### config.mk
export PLATFORM = sky130hd
export DESIGN_NAME = cpu_mem_arbiter_flat
export DESIGN_NICKNAME = d
export VERILOG_FILES = /design/src/rtl/cpu_mem_arbiter_if.sv /design/src/rtl/cpu_mem_arbiter.sv /design/src/flat_wrapper.sv
export SDC_FILE = /design/constraint.sdc
export NUM_CORES = 1
export LEC_CHECK = 0
export BUFFER_PORTS_ARGS = -buffer_cell sky130_fd_sc_hd__buf_2
export CORE_ASPECT_RATIO = 1.75
export CORE_MARGIN = 5
export CORE_UTILIZATION = 30
export DETAILED_ROUTE_END_ITERATION = 12
export PLACE_DENSITY_LB_ADDON = 0.08
export SYNTH_ARGS = -nofsm -noshare
export SYNTH_HDL_FRONTEND = slang
export SYNTH_SLANG_ARGS = --single-unit
### constraint.sdc
create_clock -name clk -period 1.3 [get_ports clk]
set_input_delay 0.13 -clock clk [delete_from_list [all_inputs] [get_ports clk]]
set_output_delay 0.13 -clock clk [all_outputs]
set_load 0.1 [all_outputs]
### src/rtl/cpu_mem_arbiter_if.sv
`default_nettype none
// ============================================================================
//  Module      : cpu_mem_arbiter_if
//  Description : Bundle of the three sram-like buses around the CPU memory
//                arbiter: instruction-fetch port, data load/store port and
//                the shared memory bus.
//                  slave  - the arbiter's view (CPU requests and memory
//                           responses in; grants, CPU responses and the
//                           merged bus request out)
//                  master - the environment's view (CPU + memory side)
//  Revision    : 1.0 - initial release
// ============================================================================
interface cpu_mem_arbiter_if;
    // instruction-fetch port
    logic        inst_req;
    logic [31:0] inst_addr;
    logic        inst_addr_ok;
    logic [31:0] inst_rdata;
    logic        inst_data_ok;
    // data load/store port
    logic        data_req;
    logic        data_wr;
    logic [3:0]  data_wstrb;
    logic [31:0] data_addr;
    logic [31:0] data_wdata;
    logic        data_addr_ok;
    logic [31:0] data_rdata;
    logic        data_data_ok;
    // shared memory bus
    logic        mem_req;
    logic        mem_wr;
    logic [3:0]  mem_wstrb;
    logic [31:0] mem_addr;
    logic [31:0] mem_wdata;
    logic        mem_addr_ok;
    logic [31:0] mem_rdata;
    logic        mem_data_ok;

    modport slave (
        input  inst_req, inst_addr,
        output inst_addr_ok, inst_rdata, inst_data_ok,
        input  data_req, data_wr, data_wstrb, data_addr, data_wdata,
        output data_addr_ok, data_rdata, data_data_ok,
        output mem_req, mem_wr, mem_wstrb, mem_addr, mem_wdata,
        input  mem_addr_ok, mem_rdata, mem_data_ok
    );

    modport master (
        output inst_req, inst_addr,
        input  inst_addr_ok, inst_rdata, inst_data_ok,
        output data_req, data_wr, data_wstrb, data_addr, data_wdata,
        input  data_addr_ok, data_rdata, data_data_ok,
        input  mem_req, mem_wr, mem_wstrb, mem_addr, mem_wdata,
        output mem_addr_ok, mem_rdata, mem_data_ok
    );
endinterface
`default_nettype wire

### src/rtl/cpu_mem_arbiter.sv
`default_nettype none
// ============================================================================
//  Module      : cpu_mem_arbiter
//  Description : Fixed-priority arbiter merging the CPU instruction-fetch and
//                data load/store ports onto one shared memory bus, one
//                transaction in flight at a time. Responses are routed back
//                to the port that owns the in-flight transaction.
//  Ports       : clk    - clock
//                reset  - synchronous active-high reset
//                bus    - cpu_mem_arbiter_if.slave (fetch, data, memory bus)
//  Parameters  : DATA_FIRST - 1: data port wins simultaneous requests,
//                             0: fetch port wins
//  Revision    : 1.0 - initial release
// ============================================================================
module cpu_mem_arbiter #(
    parameter bit DATA_FIRST = 1'b1
) (
    input  wire logic           clk,
    input  wire logic           reset,
    cpu_mem_arbiter_if.slave    bus
);

    typedef enum logic [1:0] {
        S_IDLE  = 2'd0,
        S_ISSUE = 2'd1,
        S_WAIT  = 2'd2,
        S_RESP  = 2'd3
    } state_t;

    state_t      r_state;
    logic        r_owner_data;   // 1: in-flight transaction belongs to the data port
    logic        r_wr;
    logic [3:0]  r_wstrb;
    logic [31:0] r_addr;
    logic [31:0] r_wdata;
    logic        r_mem_req;
    logic        r_inst_data_ok;
    logic        r_data_data_ok;
    logic [31:0] r_inst_rdata;
    logic [31:0] r_data_rdata;

    logic        w_idle;
    logic        w_inst_grant;
    logic        w_data_grant;

    // Grants are combinational so the winner sees addr_ok in its request cycle.
    assign w_idle       = (r_state == S_IDLE) && !reset;
    assign w_data_grant = w_idle && bus.data_req && (DATA_FIRST || !bus.inst_req);
    assign w_inst_grant = w_idle && bus.inst_req && (!DATA_FIRST || !bus.data_req);

    always_ff @(posedge clk) begin
        if (reset) begin
            r_state        <= S_IDLE;
            r_owner_data   <= 1'b0;
            r_wr           <= 1'b0;
            r_wstrb        <= 4'd0;
            r_addr         <= 32'd0;
            r_wdata        <= 32'd0;
            r_mem_req      <= 1'b0;
            r_inst_data_ok <= 1'b0;
            r_data_data_ok <= 1'b0;
            r_inst_rdata   <= 32'd0;
            r_data_rdata   <= 32'd0;
        end else begin
            // Response pulses last exactly one cycle.
            r_inst_data_ok <= 1'b0;
            r_data_data_ok <= 1'b0;
            case (r_state)
                S_IDLE: begin
                    if (w_data_grant) begin
                        r_owner_data <= 1'b1;
                        r_wr         <= bus.data_wr;
                        r_wstrb      <= bus.data_wstrb;
                        r_addr       <= bus.data_addr;
                        r_wdata      <= bus.data_wdata;
                        r_mem_req    <= 1'b1;
                        r_state      <= S_ISSUE;
                    end else if (w_inst_grant) begin
                        // Fetches are always reads.
                        r_owner_data <= 1'b0;
                        r_wr         <= 1'b0;
                        r_wstrb      <= 4'd0;
                        r_addr       <= bus.inst_addr;
                        r_wdata      <= 32'd0;
                        r_mem_req    <= 1'b1;
                        r_state      <= S_ISSUE;
                    end
                end
                S_ISSUE: begin
                    // A data_ok arriving alongside addr_ok is not consumed here;
                    // the bus must return it strictly later.
                    if (bus.mem_addr_ok) begin
                        r_mem_req <= 1'b0;
                        r_state   <= S_WAIT;
                    end
                end
                S_WAIT: begin
                    if (bus.mem_data_ok) begin
                        if (r_owner_data) begin
                            // A store's write-ack carries no load data.
                            if (!r_wr) begin
                                r_data_rdata <= bus.mem_rdata;
                            end
                            r_data_data_ok <= 1'b1;
                        end else begin
                            r_inst_rdata   <= bus.mem_rdata;
                            r_inst_data_ok <= 1'b1;
                        end
                        r_state <= S_RESP;
                    end
                end
                S_RESP: begin
                    r_state <= S_IDLE;
                end
                default: begin
                    r_state <= S_IDLE;
                end
            endcase
        end
    end

    assign bus.inst_addr_ok = w_inst_grant;
    assign bus.data_addr_ok = w_data_grant;
    assign bus.inst_rdata   = r_inst_rdata;
    assign bus.inst_data_ok = r_inst_data_ok;
    assign bus.data_rdata   = r_data_rdata;
    assign bus.data_data_ok = r_data_data_ok;

    // Bus fields come only from the latched request and read as zero when no
    // request is presented, so they cannot change while a slave stalls.
    assign bus.mem_req   = r_mem_req;
    assign bus.mem_wr    = r_mem_req & r_wr;
    assign bus.mem_wstrb = {4{r_mem_req}} & r_wstrb;
    assign bus.mem_addr  = {32{r_mem_req}} & r_addr;
    assign bus.mem_wdata = {32{r_mem_req}} & r_wdata;

endmodule
`default_nettype wire

### src/flat_wrapper.sv
// flat-port wrapper written by rule: the top's interface ports become plain ports
module cpu_mem_arbiter_flat 
#(
    parameter bit DATA_FIRST = 1'b1
)
  (clk, reset, bus_inst_req, bus_inst_addr, bus_inst_addr_ok, bus_inst_rdata, bus_inst_data_ok, bus_data_req, bus_data_wr, bus_data_wstrb, bus_data_addr, bus_data_wdata, bus_data_addr_ok, bus_data_rdata, bus_data_data_ok, bus_mem_req, bus_mem_wr, bus_mem_wstrb, bus_mem_addr, bus_mem_wdata, bus_mem_addr_ok, bus_mem_rdata, bus_mem_data_ok);
  cpu_mem_arbiter_if bus_i ();
  input  wire logic clk;
  input  wire logic reset;
  input wire logic [$bits(bus_i.inst_req)-1:0] bus_inst_req;
  input wire logic [$bits(bus_i.inst_addr)-1:0] bus_inst_addr;
  output wire logic [$bits(bus_i.inst_addr_ok)-1:0] bus_inst_addr_ok;
  output wire logic [$bits(bus_i.inst_rdata)-1:0] bus_inst_rdata;
  output wire logic [$bits(bus_i.inst_data_ok)-1:0] bus_inst_data_ok;
  input wire logic [$bits(bus_i.data_req)-1:0] bus_data_req;
  input wire logic [$bits(bus_i.data_wr)-1:0] bus_data_wr;
  input wire logic [$bits(bus_i.data_wstrb)-1:0] bus_data_wstrb;
  input wire logic [$bits(bus_i.data_addr)-1:0] bus_data_addr;
  input wire logic [$bits(bus_i.data_wdata)-1:0] bus_data_wdata;
  output wire logic [$bits(bus_i.data_addr_ok)-1:0] bus_data_addr_ok;
  output wire logic [$bits(bus_i.data_rdata)-1:0] bus_data_rdata;
  output wire logic [$bits(bus_i.data_data_ok)-1:0] bus_data_data_ok;
  output wire logic [$bits(bus_i.mem_req)-1:0] bus_mem_req;
  output wire logic [$bits(bus_i.mem_wr)-1:0] bus_mem_wr;
  output wire logic [$bits(bus_i.mem_wstrb)-1:0] bus_mem_wstrb;
  output wire logic [$bits(bus_i.mem_addr)-1:0] bus_mem_addr;
  output wire logic [$bits(bus_i.mem_wdata)-1:0] bus_mem_wdata;
  input wire logic [$bits(bus_i.mem_addr_ok)-1:0] bus_mem_addr_ok;
  input wire logic [$bits(bus_i.mem_rdata)-1:0] bus_mem_rdata;
  input wire logic [$bits(bus_i.mem_data_ok)-1:0] bus_mem_data_ok;
  assign bus_i.inst_req = bus_inst_req;
  assign bus_i.inst_addr = bus_inst_addr;
  assign bus_inst_addr_ok = bus_i.inst_addr_ok;
  assign bus_inst_rdata = bus_i.inst_rdata;
  assign bus_inst_data_ok = bus_i.inst_data_ok;
  assign bus_i.data_req = bus_data_req;
  assign bus_i.data_wr = bus_data_wr;
  assign bus_i.data_wstrb = bus_data_wstrb;
  assign bus_i.data_addr = bus_data_addr;
  assign bus_i.data_wdata = bus_data_wdata;
  assign bus_data_addr_ok = bus_i.data_addr_ok;
  assign bus_data_rdata = bus_i.data_rdata;
  assign bus_data_data_ok = bus_i.data_data_ok;
  assign bus_mem_req = bus_i.mem_req;
  assign bus_mem_wr = bus_i.mem_wr;
  assign bus_mem_wstrb = bus_i.mem_wstrb;
  assign bus_mem_addr = bus_i.mem_addr;
  assign bus_mem_wdata = bus_i.mem_wdata;
  assign bus_i.mem_addr_ok = bus_mem_addr_ok;
  assign bus_i.mem_rdata = bus_mem_rdata;
  assign bus_i.mem_data_ok = bus_mem_data_ok;
  cpu_mem_arbiter #(.DATA_FIRST(DATA_FIRST)) u_core (.clk(clk), .reset(reset), .bus(bus_i));
endmodule
==> impl_results.html, run 1 <==
<table>
<tr><th>Metric</th><th>Value</th></tr>
<tr><th colspan="2">Setup path</th></tr>
<tr><td>Crit path required time</td><td>1.17 ns</td></tr>
<tr><td>Category of the critical setup timing path</td><td>register to output port</td></tr>
<tr><td>Worst r2r src</td><td>u_core.r_state[1]</td></tr>
<tr><td>RR Endpoint</td><td>u_core.r_addr[9]</td></tr>
<tr><td>Count of buffering cells on the critical path with inverters included</td><td>3</td></tr>
<tr><td>Slowest CP cell</td><td>dfxtp_2</td></tr>
<tr><td>Kind of cell adding the most delay to the critical path</td><td>flip-flops</td></tr>
<tr><td>Worst reg2reg setup slack</td><td>-0.26 ns</td></tr>
<tr><td>Data arrival time of the critical path</td><td>1.50 ns</td></tr>
<tr><td>Startpoint kind of the worst setup timing path</td><td>register</td></tr>
<tr><td>Critical-path maximum fanout</td><td>3</td></tr>
<tr><td>Critical path, cell by cell</td><td>inv_2 -&gt; ha_4 -&gt; and3b_2 -&gt; buf_6 -&gt; buf_12</td></tr>
<tr><td>Depth of the worst register-to-register path</td><td>8</td></tr>
<tr><td>Delay of the slowest cell on the worst path</td><td>0.34 ns</td></tr>
<tr><td>Critical Path Sink Type</td><td>output port</td></tr>
<tr><th colspan="2">Floorplanning</th></tr>
<tr><td>Overall die area</td><td>22290 µm²</td></tr>
<tr><td>Vertical die dimension</td><td>193.8 µm</td></tr>
<tr><td>Top-Level Pins</td><td>277</td></tr>
<tr><td>Rows</td><td>67</td></tr>
<tr><td>Horizontal die dimension</td><td>115.0 µm</td></tr>
<tr><td>Core outline area</td><td>19110 µm²</td></tr>
<tr><td>Initial Util</td><td>0.3030</td></tr>
<tr><th colspan="2">Timing</th></tr>
<tr><td>Worst slew pin tran</td><td>0.6271 ns</td></tr>
<tr><td>RSZ-0062 raised after global routing</td><td>yes</td></tr>
<tr><td>Worst Clk Skew</td><td>0.01044 ns</td></tr>
<tr><td>Post-route fraction of the period consumed by the critical path</td><td>1.256</td></tr>
<tr><td>Maximum frequency from static timing analysis</td><td>612.3 MHz</td></tr>
<tr><td>Total count of hold-check failures in the final report</td><td>0</td></tr>
<tr><td>Max-Slew Margin vs Limit</td><td>0.5819</td></tr>
<tr><td>Post-layout min period</td><td>1.633 ns</td></tr>
<tr><td>Final max-slew violation count</td><td>0</td></tr>
<tr><td>Count of final setup violators</td><td>198</td></tr>
<tr><td>Post-route worst setup slack</td><td>-0.3331 ns</td></tr>
<tr><td>Sum of negative setup slack</td><td>-37.62 ns</td></tr>
<tr><th colspan="2">GRT</th></tr>
<tr><td>Largest net degree at the start of global routing</td><td>71</td></tr>
<tr><td>Global route total overflow</td><td>0</td></tr>
<tr><td>Wire length of the first global-routing pass</td><td>36570 µm</td></tr>
<tr><td>GRT Resource Usage Total</td><td>0.2115</td></tr>
<tr><td>Vias in the first global route</td><td>6661</td></tr>
<tr><td>Number of antenna violations at the first check in global routing</td><td>3</td></tr>
<tr><th colspan="2">Route</th></tr>
<tr><td>Avg WL per Cell</td><td>18.27 µm</td></tr>
<tr><td>Final antenna-violating net count</td><td>0</td></tr>
<tr><td>DR DRC count</td><td>0</td></tr>
<tr><td>Overall via count from detail_route</td><td>6523</td></tr>
<tr><td>Count of routing violations after the opening detailed-route iteration</td><td>284</td></tr>
<tr><td>Router iterations before antenna repair</td><td>7</td></tr>
<tr><td>Post-detailed-routing wire length</td><td>24610 µm</td></tr>
<tr><td>Routed vias/inst</td><td>4.843</td></tr>
<tr><th colspan="2">Logic synthesis</th></tr>
<tr><td>Cell taking the most area after synthesis</td><td>dfxtp_1</td></tr>
<tr><td>Synth Warn #</td><td>0</td></tr>
<tr><td>Biggest area contributors in the synthesized netlist</td><td>dfxtp_1 (48%), a21oi_1 (12%), nand2_1 (11%), and2_1 (7.5%), mux2i_1 (5.7%)</td></tr>
<tr><td>Syn Std Cell Area</td><td>5791 µm²</td></tr>
<tr><td>Gate count after technology mapping</td><td>708</td></tr>
<tr><td>Mean Syn Cell Area</td><td>8.179 µm²</td></tr>
<tr><td>Number of unique standard cell types used by synthesis</td><td>29</td></tr>
<tr><td>Post-synthesis net count</td><td>850</td></tr>
<tr><td>Share of the yosys chip area belonging to registers</td><td>0.4806</td></tr>
<tr><td>Post-synth top area share</td><td>0.4806</td></tr>
<tr><td>Number of flip-flops and latches in the synthesized netlist</td><td>139</td></tr>
<tr><th colspan="2">Status</th></tr>
<tr><td>Violations in the final reports</td><td>negative setup slack</td></tr>
<tr><td>Outcome</td><td>finished, violations left</td></tr>
<tr><th colspan="2">Clock tree</th></tr>
<tr><td>Clock Pin Slew Worst Setup and Hold Paths</td><td>0.06 ns</td></tr>
<tr><td>Insertion delay to the later sink of the worst-skew pair</td><td>0.42 ns</td></tr>
<tr><td>Total number of clock tree sinks</td><td>139</td></tr>
<tr><td>Clock Tree Root</td><td>clkbuf_16</td></tr>
<tr><td>Number of levels the H-tree was split into</td><td>4</td></tr>
<tr><td>Number of buffers inserted during clock tree synthesis</td><td>17</td></tr>
<tr><td>Buffer depth of the longest clock path</td><td>2</td></tr>
<tr><td>CTS tree</td><td>done</td></tr>
<tr><th colspan="2">Final layout</th></tr>
<tr><td>Proportion of layout cells with a drive suffix above 1</td><td>0.5471</td></tr>
<tr><td>Top library cells by usage in the layout, fill and taps aside</td><td>buf_2 (137), dfxtp_1 (136), nand2_1 (100)</td></tr>
<tr><td>Final instance count without filler cells</td><td>1347</td></tr>
<tr><td>Nets@finish</td><td>1234</td></tr>
<tr><td>Most common cell after layout, fill and taps aside</td><td>buf_2</td></tr>
<tr><td>Area growth, synth to finish</td><td>103.9%</td></tr>
<tr><td>Utilization after layout</td><td>0.6178</td></tr>
<tr><td>Design area</td><td>11810 µm²</td></tr>
<tr><th colspan="2">Power</th></tr>
<tr><td>Total internal power</td><td>11.83 mW</td></tr>
<tr><td>Sequential share of power</td><td>0.266</td></tr>
<tr><td>Combinational cell fraction of total power</td><td>0.483</td></tr>
<tr><td>Worst IR Drop VDD</td><td>0.0009446 V</td></tr>
<tr><td>Leakage power summed over all cells</td><td>4.923 nW</td></tr>
<tr><td>Areal power density over the cells</td><td>1632 nW/µm²</td></tr>
<tr><td>Proportion of power drawn by the clock network</td><td>0.251</td></tr>
<tr><td>Switching power summed over all nets</td><td>7.437 mW</td></tr>
<tr><td>Switching Fraction</td><td>0.3859</td></tr>
<tr><th colspan="2">Place</th></tr>
<tr><td>Post-DP HPWL</td><td>13830 µm</td></tr>
<tr><td>Routability-driven placement congestion ratio</td><td>0.7352</td></tr>
<tr><td>Placed standard-cell area</td><td>8827 µm²</td></tr>
<tr><td>Cell Count Post-Placement</td><td>1186</td></tr>
<tr><td>Port Buf Inserts</td><td>276</td></tr>
<tr><th colspan="2">Worst hold path</th></tr>
<tr><td>Class of the tightest hold or removal check</td><td>input port to register</td></tr>
<tr><td>Critical hold path startpoint</td><td>bus_inst_addr[22]</td></tr>
<tr><td>Number of cells traversed by the worst hold path</td><td>3</td></tr>
<tr><td>Hold Crit Endpoint</td><td>u_core.r_addr[22]</td></tr>
<tr><th colspan="2">Job</th></tr>
<tr><td>Max capacitance violation total</td><td>0</td></tr>
</table>
## final cells by class
type                       count  area, µm²
timing repair buffer         429       4684
multi-input combinational    501       3436
fill                        1628       7305
clock buffer                  20      456.7
inverter                       4      15.01
clock inverter                11      121.4
sequential                   139       2789
antenna                        2      5.005
tap                          241      301.5
## flip-flops by register name, summed over array words and instances, names as in the netlist
register / count
u_core.r_wr: 1
u_core.bus.inst_rdata: 32
u_core.bus.data_rdata: 32
u_core.bus.inst_data_ok: 1
u_core.r_state: 2
u_core.bus.mem_req: 1
u_core.bus.data_data_ok: 1
u_core.r_wstrb: 4
u_core.r_wdata: 32
u_core.r_owner_data: 1
u_core.r_addr: 32
## what timing repair did
action	4_1_cts	5_1_grt
resized for setup	157	164
setup buffers	35	13
hold buffers	70	0
gates cloned	22	2
pin swaps	44	56
endpoints found under the hold margin	102	0
endpoints found under the setup margin	254	210
## synth_stat cells
| master | number |
|---|---|
| mux2i_1 | 33 |
| and2_1 | 69 |
| nand4b_1 | 1 |
| o21ai_0 | 38 |
| and4b_1 | 1 |
| nor2_4 | 2 |
| a211oi_1 | 32 |
| dfxtp_1 | 139 |
| inv_1 | 4 |
| nor3b_1 | 1 |
| ha_1 | 3 |
| o21a_1 | 1 |
| o211ai_1 | 1 |
| and3b_1 | 2 |
| a22oi_1 | 1 |
| clkbuf_1 | 31 |
| nor2_1 | 4 |
| buf_6 | 1 |
| nand2_1 | 168 |
| nand3b_1 | 1 |
| nand2b_1 | 4 |
| buf_1 | 2 |
| buf_2 | 27 |
| a222oi_1 | 1 |
| nand3_1 | 1 |
| or2_1 | 1 |
| a21oi_1 | 135 |
| buf_4 | 3 |
| nor2b_1 | 1 |
## layer usage
metal / vias up / global-route usage / wire, µm
li1: 3167 / - / -
met1: 3058 / 0.2213 / 8830
met2: 251 / 0.4042 / 13560
met3: 45 / 0.05091 / 1546
met4: 2 / 0.06310 / 663
met5: - / 0 / 12
## cells by family after synthesis
kind of cell	Yosys count	synth area share
buffers and inverters	68	0.05315
multiplexers	33	0.05704
AO/OA/AOI/OAI	209	0.1966
AND/OR/NAND/NOR	256	0.2061
adder cells (fa/ha/maj)	3	0.006483
flip-flops	139	0.4806
## stage by stage
step / total power, mW / setup slack [ns] / hold slack [ns]
final: 19.27 / -0.3331 / 0.04249
after global routing: 20.06 / -0.3795 / 0.03927
after CTS: 18.98 / -0.3699 / 0.01755
after detailed placement: 11.81 / -0.1387 / 0.3772
after global placement: 11.78 / -0.09094 / 0.3719
after floorplan: 9.622 / -0.5229 / 0.2660
## tightest hold or removal path: stages
cell and delay, ns:
buf_2 0.09, mux2i_1 0.11, a211oi_1 0.08
## power groups by stage
stage / clock, mW / combinational (mW) / sequential [mW]
global placement: 0 / 6.63 / 5.16
floorplan: 0 / 3.69 / 5.94
CTS: 4.97 / 8.94 / 5.07
detailed placement: 0 / 6.64 / 5.17
finish: 4.83 / 9.32 / 5.12
global route: 5.13 / 9.76 / 5.18
## worst max path at each step
stage	start	end	slack [ns]	cells after the start
after floorplan	u_core.r_state[1]	bus_inst_addr_ok	-0.52	6
after global placement	u_core.r_state[0]	u_core.r_state[1]	-0.09	4
after detailed placement	u_core.r_state[0]	u_core.r_state[1]	-0.14	4
after CTS	u_core.r_state[1]	bus_data_addr_ok	-0.37	5
after global routing	u_core.r_state[0]	bus_data_addr_ok	-0.38	5
final	u_core.r_state[1]	bus_data_addr_ok	-0.33	5
Power figures use the tool's default switching activity.
==> inputs of run 2 (changes only) <==
- RECOVER_POWER: not set -> 100
==> run 2 against run 1 <==
The run still ends with negative setup slack left. Via count down 0.57%. Cell count stayed put. Core utilization unchanged. Critical path depth is the same. Wire length down 0.37%. Critical endpoint unchanged. Largest cell class unchanged.
==> impl_results.html, run 2 (synthesized netlist as in run 1, its figures left out) <==
<table>
<tr><th>Metric</th><th>Value</th></tr>
<tr><th colspan="2">Status</th></tr>
<tr><td>Outcome</td><td>finished, violations left (unchanged)</td></tr>
<tr><td>Violations in the final reports</td><td>negative setup slack (unchanged)</td></tr>
<tr><th colspan="2">GRT</th></tr>
<tr><td>Vias in the first global route</td><td>6661 (unchanged)</td></tr>
<tr><td>Wire length of the first global-routing pass</td><td>36570 µm (unchanged)</td></tr>
<tr><td>Number of antenna violations at the first check in global routing</td><td>3 (unchanged)</td></tr>
<tr><td>Global route total overflow</td><td>0 (unchanged)</td></tr>
<tr><td>GRT Resource Usage Total</td><td>0.2115 (unchanged)</td></tr>
<tr><td>Largest net degree at the start of global routing</td><td>71 (unchanged)</td></tr>
<tr><th colspan="2">Timing</th></tr>
<tr><td>Maximum frequency from static timing analysis</td><td>612.2 MHz (was 612.3 MHz)</td></tr>
<tr><td>Post-route fraction of the period consumed by the critical path</td><td>1.257 (was 1.256)</td></tr>
<tr><td>Worst slew pin tran</td><td>0.6205 ns (was 0.6271 ns)</td></tr>
<tr><td>Worst Clk Skew</td><td>0.01077 ns (was 0.01044 ns)</td></tr>
<tr><td>Post-layout min period</td><td>1.633 ns (about the same)</td></tr>
<tr><td>RSZ-0062 raised after global routing</td><td>yes (unchanged)</td></tr>
<tr><td>Total count of hold-check failures in the final report</td><td>0 (unchanged)</td></tr>
<tr><td>Count of final setup violators</td><td>198 (unchanged)</td></tr>
<tr><td>Max-Slew Margin vs Limit</td><td>0.5863 (was 0.5819)</td></tr>
<tr><td>Post-route worst setup slack</td><td>-0.3335 ns (was -0.3331 ns)</td></tr>
<tr><td>Final max-slew violation count</td><td>0 (unchanged)</td></tr>
<tr><td>Sum of negative setup slack</td><td>-37.58 ns (was -37.62 ns)</td></tr>
<tr><th colspan="2">Route</th></tr>
<tr><td>DR DRC count</td><td>0 (unchanged)</td></tr>
<tr><td>Overall via count from detail_route</td><td>6486 (was 6523)</td></tr>
<tr><td>Post-detailed-routing wire length</td><td>24520 µm (was 24610 µm)</td></tr>
<tr><td>Final antenna-violating net count</td><td>0 (unchanged)</td></tr>
<tr><td>Routed vias/inst</td><td>4.815 (was 4.843)</td></tr>
<tr><td>Avg WL per Cell</td><td>18.21 µm (was 18.27 µm)</td></tr>
<tr><td>Router iterations before antenna repair</td><td>4 (was 7)</td></tr>
<tr><td>Count of routing violations after the opening detailed-route iteration</td><td>284 (unchanged)</td></tr>
<tr><th colspan="2">Setup path</th></tr>
<tr><td>Delay of the slowest cell on the worst path</td><td>0.34 ns (about the same)</td></tr>
<tr><td>RR Endpoint</td><td>u_core.bus.inst_rdata[21] (was u_core.r_addr[9])</td></tr>
<tr><td>Worst reg2reg setup slack</td><td>-0.26 ns (about the same)</td></tr>
<tr><td>Crit path required time</td><td>1.17 ns (about the same)</td></tr>
<tr><td>Critical Path Sink Type</td><td>output port (unchanged)</td></tr>
<tr><td>Launching instance or port of the critical path</td><td>u_core.r_state[1] (unchanged)</td></tr>
<tr><td>Critical-path maximum fanout</td><td>3 (unchanged)</td></tr>
<tr><td>Crit path to</td><td>bus_data_addr_ok (unchanged)</td></tr>
<tr><td>Category of the critical setup timing path</td><td>register to output port (unchanged)</td></tr>
<tr><td>Worst r2r src</td><td>u_core.r_state[0] (was u_core.r_state[1])</td></tr>
<tr><td>Startpoint kind of the worst setup timing path</td><td>register (unchanged)</td></tr>
<tr><td>Data arrival time of the critical path</td><td>1.50 ns (about the same)</td></tr>
<tr><td>Critical path, cell by cell</td><td>inv_2 -&gt; ha_4 -&gt; and3b_2 -&gt; buf_6 -&gt; buf_12 (unchanged)</td></tr>
<tr><td>Slowest CP cell</td><td>dfxtp_2 (unchanged)</td></tr>
<tr><td>Depth of the worst register-to-register path</td><td>9 (was 8)</td></tr>
<tr><th colspan="2">Place</th></tr>
<tr><td>Port Buf Inserts</td><td>276 (unchanged)</td></tr>
<tr><td>Post-DP HPWL</td><td>13830 µm (unchanged)</td></tr>
<tr><td>Routability-driven placement congestion ratio</td><td>0.7352 (unchanged)</td></tr>
<tr><td>Pre-CTS setup slack</td><td>-0.1387 ns (unchanged)</td></tr>
<tr><th colspan="2">Clock tree</th></tr>
<tr><td>Number of buffers inserted during clock tree synthesis</td><td>17 (unchanged)</td></tr>
<tr><td>Total number of clock tree sinks</td><td>139 (unchanged)</td></tr>
<tr><td>Number of levels the H-tree was split into</td><td>4 (unchanged)</td></tr>
<tr><td>Insertion delay to the later sink of the worst-skew pair</td><td>0.42 ns (about the same)</td></tr>
<tr><td>CTS tree</td><td>done (unchanged)</td></tr>
<tr><td>Clock Pin Slew Worst Setup and Hold Paths</td><td>0.06 ns (about the same)</td></tr>
<tr><td>Clock Tree Root</td><td>clkbuf_16 (unchanged)</td></tr>
<tr><td>Buffer depth of the longest clock path</td><td>2 (unchanged)</td></tr>
<tr><th colspan="2">Floorplanning</th></tr>
<tr><td>Top-Level Pins</td><td>277 (unchanged)</td></tr>
<tr><td>Initial Util</td><td>0.3030 (unchanged)</td></tr>
<tr><td>Horizontal die dimension</td><td>115.0 µm (unchanged)</td></tr>
<tr><td>Core outline area</td><td>19110 µm² (unchanged)</td></tr>
<tr><td>Overall die area</td><td>22290 µm² (unchanged)</td></tr>
<tr><td>Rows</td><td>67 (unchanged)</td></tr>
<tr><td>Vertical die dimension</td><td>193.8 µm (unchanged)</td></tr>
<tr><th colspan="2">Power</th></tr>
<tr><td>Areal power density over the cells</td><td>1631 nW/µm² (was 1632 nW/µm²)</td></tr>
<tr><td>Leakage power summed over all cells</td><td>4.906 nW (was 4.923 nW)</td></tr>
<tr><td>Worst IR Drop VDD</td><td>0.0009446 V (about the same)</td></tr>
<tr><th colspan="2">Final layout</th></tr>
<tr><td>Area growth, synth to finish</td><td>103.9% (unchanged)</td></tr>
<tr><td>Utilization after layout</td><td>0.6178 (unchanged)</td></tr>
<tr><td>Top library cells by usage in the layout, fill and taps aside</td><td>buf_2 (137), dfxtp_1 (136), nand2_1 (100) (unchanged)</td></tr>
<tr><td>Proportion of layout cells with a drive suffix above 1</td><td>0.5471 (unchanged)</td></tr>
<tr><td>Most common cell after layout, fill and taps aside</td><td>buf_2 (unchanged)</td></tr>
<tr><td>Nets@finish</td><td>1234 (unchanged)</td></tr>
<tr><th colspan="2">Worst hold path</th></tr>
<tr><td>Number of cells traversed by the worst hold path</td><td>3 (unchanged)</td></tr>
<tr><td>Class of the tightest hold or removal check</td><td>input port to register (unchanged)</td></tr>
<tr><th colspan="2">Job</th></tr>
<tr><td>Max capacitance violation total</td><td>0 (unchanged)</td></tr>
</table>
-- run 2: cell types whose count changed in the layout (fill, tap and decap cells not counted) --
cell | previous run | this run
buf_4 | 87 | 58
clkbuf_4 | 1 | 30
-- run 2: stage by stage --
stage	hold WS, ns	instances	instance area, µm²	total power [mW]
after floorplan	0.2660	708	6061	9.622
after global placement	0.3719	1186	8827	11.78
after detailed placement	0.3772	1186	8827	11.81
after CTS	0.01755	1344	11360	18.98
after global routing	0.03927	1347	11810	20.06
final	0.04173	1347	11810	19.26
-- run 2: how the worst min path moves through the flow --
stage | start | to
floorplan | bus_mem_rdata[10] | u_core.bus.data_rdata[10]
global placement | bus_data_wdata[28] | u_core.r_wdata[28]
detailed placement | bus_data_wstrb[3] | u_core.r_wstrb[3]
CTS | bus_mem_addr_ok | u_core.bus.mem_req
global route | bus_mem_addr_ok | u_core.bus.mem_req
finish | bus_inst_addr[22] | u_core.r_addr[22]
-- run 2: final cells by class --
class	instances	area [µm²]
clock buffer	20	456.7
clock inverter	11	121.4
fill	1628	7305
sequential	139	2789
tap	241	301.5
multi-input combinational	501	3436
inverter	4	15.01
timing repair buffer	429	4684
antenna	2	5.005
-- run 2: worst max-delay path, delay by kind of cell (launching register included) --
kind                       cells  cell delay, ns
adders and majority gates      1            0.17
buffers and inverters          3            0.34
DFF                            1            0.34
and+or+nand+nor                1            0.23
-- run 2: per-layer routing --
layer / part of all wire / GRT usage
met1: 0.36 / 0.2213
met2: 0.55 / 0.4042
met3: 0.062 / 0.05091
met4: 0.024 / 0.06310
met5: 0.00049 / 0
-- run 2: timing repair --
action | 4_1_cts | 5_1_grt
resized for setup | 157 | 164
pin swaps | 44 | 56
hold buffers | 70 | 0
endpoints found under the setup margin | 254 | 210
setup buffers | 35 | 13
endpoints found under the hold margin | 102 | 0
cloned | 22 | 2
-- run 2: power by group --
group / leakage, nW / internal [mW] / switching, mW
combinational: 3.49 / 4.14 / 5.17
clock: 0.282 / 2.91 / 1.92
sequential: 1.13 / 4.78 / 0.341
total: 4.91 / 11.8 / 7.43
==> inputs of run 3 (changes only) <==
- CTS_CLUSTER_DIAMETER: not set -> 120
- SETUP_SLACK_MARGIN: not set -> 0.3
==> run 3 against run 2 <==
The flow still finishes with violations (negative setup slack). Cell count up 3.3%. Die area unchanged. Non-clock buffer count is 44 higher. Fmax is 1.1% lower. Count of clock-buffer cells in the layout down 2. Clock power about the same. Critical path type unchanged. Global-route usage up 0.93 points. Clock skew decreased by 0.0046 ns. First-iteration DRC count up 9.2%. Hold slack better by 0.0015 ns. Worst setup slack worse by 0.019 ns.
==> impl_results.html, run 3 (synthesized netlist as in run 1, its figures left out) <==
<table>
<tr><th>Metric</th><th>Value</th></tr>
<tr><th colspan="2">Final layout</th></tr>
<tr><td>Most common cell after layout, fill and taps aside</td><td>buf_12 (was buf_2)</td></tr>
<tr><td>Utilization after layout</td><td>0.6998 (was 0.6178)</td></tr>
<tr><td>Number of fillers in the final layout</td><td>1403 (was 1628)</td></tr>
<tr><td>Nets@finish</td><td>1278 (was 1234)</td></tr>
<tr><td>Design area</td><td>13380 µm² (was 11810 µm²)</td></tr>
<tr><td>Area growth, synth to finish</td><td>131.0% (was 103.9%)</td></tr>
<tr><td>Final instance count without filler cells</td><td>1391 (was 1347)</td></tr>
<tr><td>Proportion of layout cells with a drive suffix above 1</td><td>0.6667 (was 0.5471)</td></tr>
<tr><td>Top library cells by usage in the layout, fill and taps aside</td><td>buf_12 (141), buf_2 (138), nand2_1 (82) (was buf_2 (137), dfxtp_1 (136), nand2_1 (100))</td></tr>
<tr><th colspan="2">GRT</th></tr>
<tr><td>Largest net degree at the start of global routing</td><td>76 (was 71)</td></tr>
<tr><td>GRT Resource Usage Total</td><td>0.2209 (was 0.2115)</td></tr>
<tr><td>Number of antenna violations at the first check in global routing</td><td>1 (was 3)</td></tr>
<tr><td>Vias in the first global route</td><td>6837 (was 6661)</td></tr>
<tr><td>Global route total overflow</td><td>0 (unchanged)</td></tr>
<tr><td>Wire length of the first global-routing pass</td><td>38040 µm (was 36570 µm)</td></tr>
<tr><th colspan="2">Timing</th></tr>
<tr><td>Maximum frequency from static timing analysis</td><td>605.2 MHz (was 612.2 MHz)</td></tr>
<tr><td>Sum of negative setup slack</td><td>-55.31 ns (was -37.58 ns)</td></tr>
<tr><td>Final max-slew violation count</td><td>0 (unchanged)</td></tr>
<tr><td>Post-layout min period</td><td>1.652 ns (was 1.633 ns)</td></tr>
<tr><td>Worst slew pin tran</td><td>0.4855 ns (was 0.6205 ns)</td></tr>
<tr><td>RSZ-0062 raised after global routing</td><td>yes (unchanged)</td></tr>
<tr><td>Post-route worst setup slack</td><td>-0.3524 ns (was -0.3335 ns)</td></tr>
<tr><td>Max-Slew Margin vs Limit</td><td>0.6786 (was 0.5863)</td></tr>
<tr><td>Count of final setup violators</td><td>208 (was 198)</td></tr>
<tr><td>Worst Clk Skew</td><td>0.006132 ns (was 0.01077 ns)</td></tr>
<tr><td>Total count of hold-check failures in the final report</td><td>0 (unchanged)</td></tr>
<tr><td>Post-route fraction of the period consumed by the critical path</td><td>1.271 (was 1.257)</td></tr>
<tr><th colspan="2">Clock tree</th></tr>
<tr><td>Clock Pin Slew Worst Setup and Hold Paths</td><td>0.06 ns (about the same)</td></tr>
<tr><td>Number of levels the H-tree was split into</td><td>4 (unchanged)</td></tr>
<tr><td>Insertion delay to the later sink of the worst-skew pair</td><td>0.42 ns (about the same)</td></tr>
<tr><td>Buffer depth of the longest clock path</td><td>2 (unchanged)</td></tr>
<tr><td>Number of buffers inserted during clock tree synthesis</td><td>17 (unchanged)</td></tr>
<tr><td>CTS tree</td><td>done (unchanged)</td></tr>
<tr><td>Total number of clock tree sinks</td><td>139 (unchanged)</td></tr>
<tr><td>Clock Tree Root</td><td>clkbuf_16 (unchanged)</td></tr>
<tr><th colspan="2">Route</th></tr>
<tr><td>Router iterations before antenna repair</td><td>4 (unchanged)</td></tr>
<tr><td>Post-detailed-routing wire length</td><td>27980 µm (was 24520 µm)</td></tr>
<tr><td>DR DRC count</td><td>0 (unchanged)</td></tr>
<tr><td>Avg WL per Cell</td><td>20.11 µm (was 18.21 µm)</td></tr>
<tr><td>Overall via count from detail_route</td><td>6905 (was 6486)</td></tr>
<tr><td>Routed vias/inst</td><td>4.964 (was 4.815)</td></tr>
<tr><td>Final antenna-violating net count</td><td>0 (unchanged)</td></tr>
<tr><td>Count of routing violations after the opening detailed-route iteration</td><td>310 (was 284)</td></tr>
<tr><th colspan="2">Floorplanning</th></tr>
<tr><td>Horizontal die dimension</td><td>115.0 µm (unchanged)</td></tr>
<tr><td>Vertical die dimension</td><td>193.8 µm (unchanged)</td></tr>
<tr><td>Top-Level Pins</td><td>277 (unchanged)</td></tr>
<tr><td>Rows</td><td>67 (unchanged)</td></tr>
<tr><td>Core outline area</td><td>19110 µm² (unchanged)</td></tr>
<tr><td>Overall die area</td><td>22290 µm² (unchanged)</td></tr>
<tr><td>Initial Util</td><td>0.3030 (unchanged)</td></tr>
<tr><th colspan="2">Place</th></tr>
<tr><td>Port Buf Inserts</td><td>276 (unchanged)</td></tr>
<tr><td>Cell Count Post-Placement</td><td>1186 (unchanged)</td></tr>
<tr><td>Post-DP HPWL</td><td>14060 µm (was 13830 µm)</td></tr>
<tr><td>Pre-CTS setup slack</td><td>-0.1294 ns (was -0.1387 ns)</td></tr>
<tr><td>Routability-driven placement congestion ratio</td><td>0.7805 (was 0.7352)</td></tr>
<tr><td>Placed standard-cell area</td><td>9049 µm² (was 8827 µm²)</td></tr>
<tr><th colspan="2">Setup path</th></tr>
<tr><td>Count of buffering cells on the critical path with inverters included</td><td>3 (unchanged)</td></tr>
<tr><td>Critical Path Sink Type</td><td>output port (unchanged)</td></tr>
<tr><td>Slowest CP cell</td><td>dfxtp_2 (unchanged)</td></tr>
<tr><td>Critical path, cell by cell</td><td>inv_2 -&gt; ha_4 -&gt; and3b_2 -&gt; buf_12 -&gt; buf_12 (was inv_2 -&gt; ha_4 -&gt; and3b_2 -&gt; buf_6 -&gt; buf_12)</td></tr>
<tr><td>Most used cell along the critical path</td><td>buf_12</td></tr>
<tr><td>Delay of the slowest cell on the worst path</td><td>0.33 ns (was 0.34 ns)</td></tr>
<tr><td>Kind of cell adding the most delay to the critical path</td><td>buffers and inverters (was flip-flops)</td></tr>
<tr><td>Critical-path maximum fanout</td><td>6 (was 3)</td></tr>
<tr><td>Cell depth of the worst setup path</td><td>5 (unchanged)</td></tr>
<tr><td>Category of the critical setup timing path</td><td>register to output port (unchanged)</td></tr>
<tr><td>Depth of the worst register-to-register path</td><td>9 (unchanged)</td></tr>
<tr><td>Startpoint kind of the worst setup timing path</td><td>register (unchanged)</td></tr>
<tr><td>Crit path required time</td><td>1.17 ns (about the same)</td></tr>
<tr><td>Data arrival time of the critical path</td><td>1.52 ns (was 1.50 ns)</td></tr>
<tr><th colspan="2">Job</th></tr>
<tr><td>Max capacitance violation total</td><td>0 (unchanged)</td></tr>
<tr><th colspan="2">Status</th></tr>
<tr><td>Outcome</td><td>finished, violations left (unchanged)</td></tr>
<tr><td>Violations in the final reports</td><td>negative setup slack (unchanged)</td></tr>
<tr><th colspan="2">Power</th></tr>
<tr><td>Areal power density over the cells</td><td>1568 nW/µm² (was 1631 nW/µm²)</td></tr>
<tr><td>Worst IR Drop VDD</td><td>0.0009140 V (was 0.0009446 V)</td></tr>
<tr><td>Leakage power summed over all cells</td><td>5.583 nW (was 4.906 nW)</td></tr>
<tr><th colspan="2">Worst hold path</th></tr>
<tr><td>Class of the tightest hold or removal check</td><td>input port to register (unchanged)</td></tr>
<tr><td>Number of cells traversed by the worst hold path</td><td>4 (was 3)</td></tr>
</table>
## run 3: cell count changes in the layout (fill, tap and decap cells not counted), sizes merged
cell | previous run | this run
buf | 326 | 383
bufbuf | 1 | 0
clkbuf | 52 | 38
clkinv | 7 | 8
diode | 2 | 1
inv | 4 | 6
## run 3: path summary, 6_finish.rpt
path                            startpoint                        to  slack (ns)
setup reg to reg         u_core.r_state[0]  u_core.bus.inst_rdata[0]       -0.34
hold reg to reg   u_core.bus.data_rdata[5]  u_core.bus.data_rdata[5]        0.45
hold / removal             bus_mem_addr_ok        u_core.bus.mem_req        0.04
setup / recovery         u_core.r_state[1]          bus_data_addr_ok       -0.35
## run 3: what timing repair did
item                                   CTS  global route
endpoints found under the hold margin  102             0
gates cloned                            23            11
buffers inserted                        47            21
hold buffers                            70             0
pin swaps                               36            18
setup endpoints to repair              276           277
gates resized for setup                303           270
## run 3: area by class of cell
cell class / count / area [µm²] / share of cell area
Inverter: 4 / 15.01 / 0.001123
Antenna cell: 1 / 2.502 / 0.0001871
Clock inverter: 14 / 147.6 / 0.01104
Timing Repair Buffer: 473 / 5889 / 0.4403
Sequential cell: 139 / 2897 / 0.2166
Clock buffer: 18 / 429.2 / 0.03209
Tap cell: 241 / 301.5 / 0.02254
Multi-Input combinational cell: 501 / 3694 / 0.2761
## run 3: metrics by stage
step	power [mW]	hold slack (ns)
after floorplan	10.08	0.2585
after global placement	12.11	0.3727
after detailed placement	12.13	0.3798
after CTS	19.64	0.009009
after global routing	21.81	0.06351
final	20.97	0.04324
## run 3: routing by layer
| metal | vias to the layer above | routed length (µm) | track usage |
|---|---|---|---|
| met1 | 3287 | 9628 | 0.2193 |
| li1 | 3258 | - | - |
| met2 | 284 | 15460 | 0.4203 |
| met5 | - | 0 | 0 |
| met3 | 76 | 1592 | 0.05434 |
| met4 | 0 | 1291 | 0.09399 |
## run 3: worst min-delay path: stages
cell	delay [ns]
buf_2	0.11
nand2_1	0.06
nand2_1	0.06
a21oi_1	0.05
## run 3: power breakdown
group          internal, mW  leakage, nW  switching (mW)  total [mW]
registers              4.79         1.17           0.350        5.14
clock network          2.83        0.280            2.00        4.83
logic                  5.28         4.13            5.72        11.0
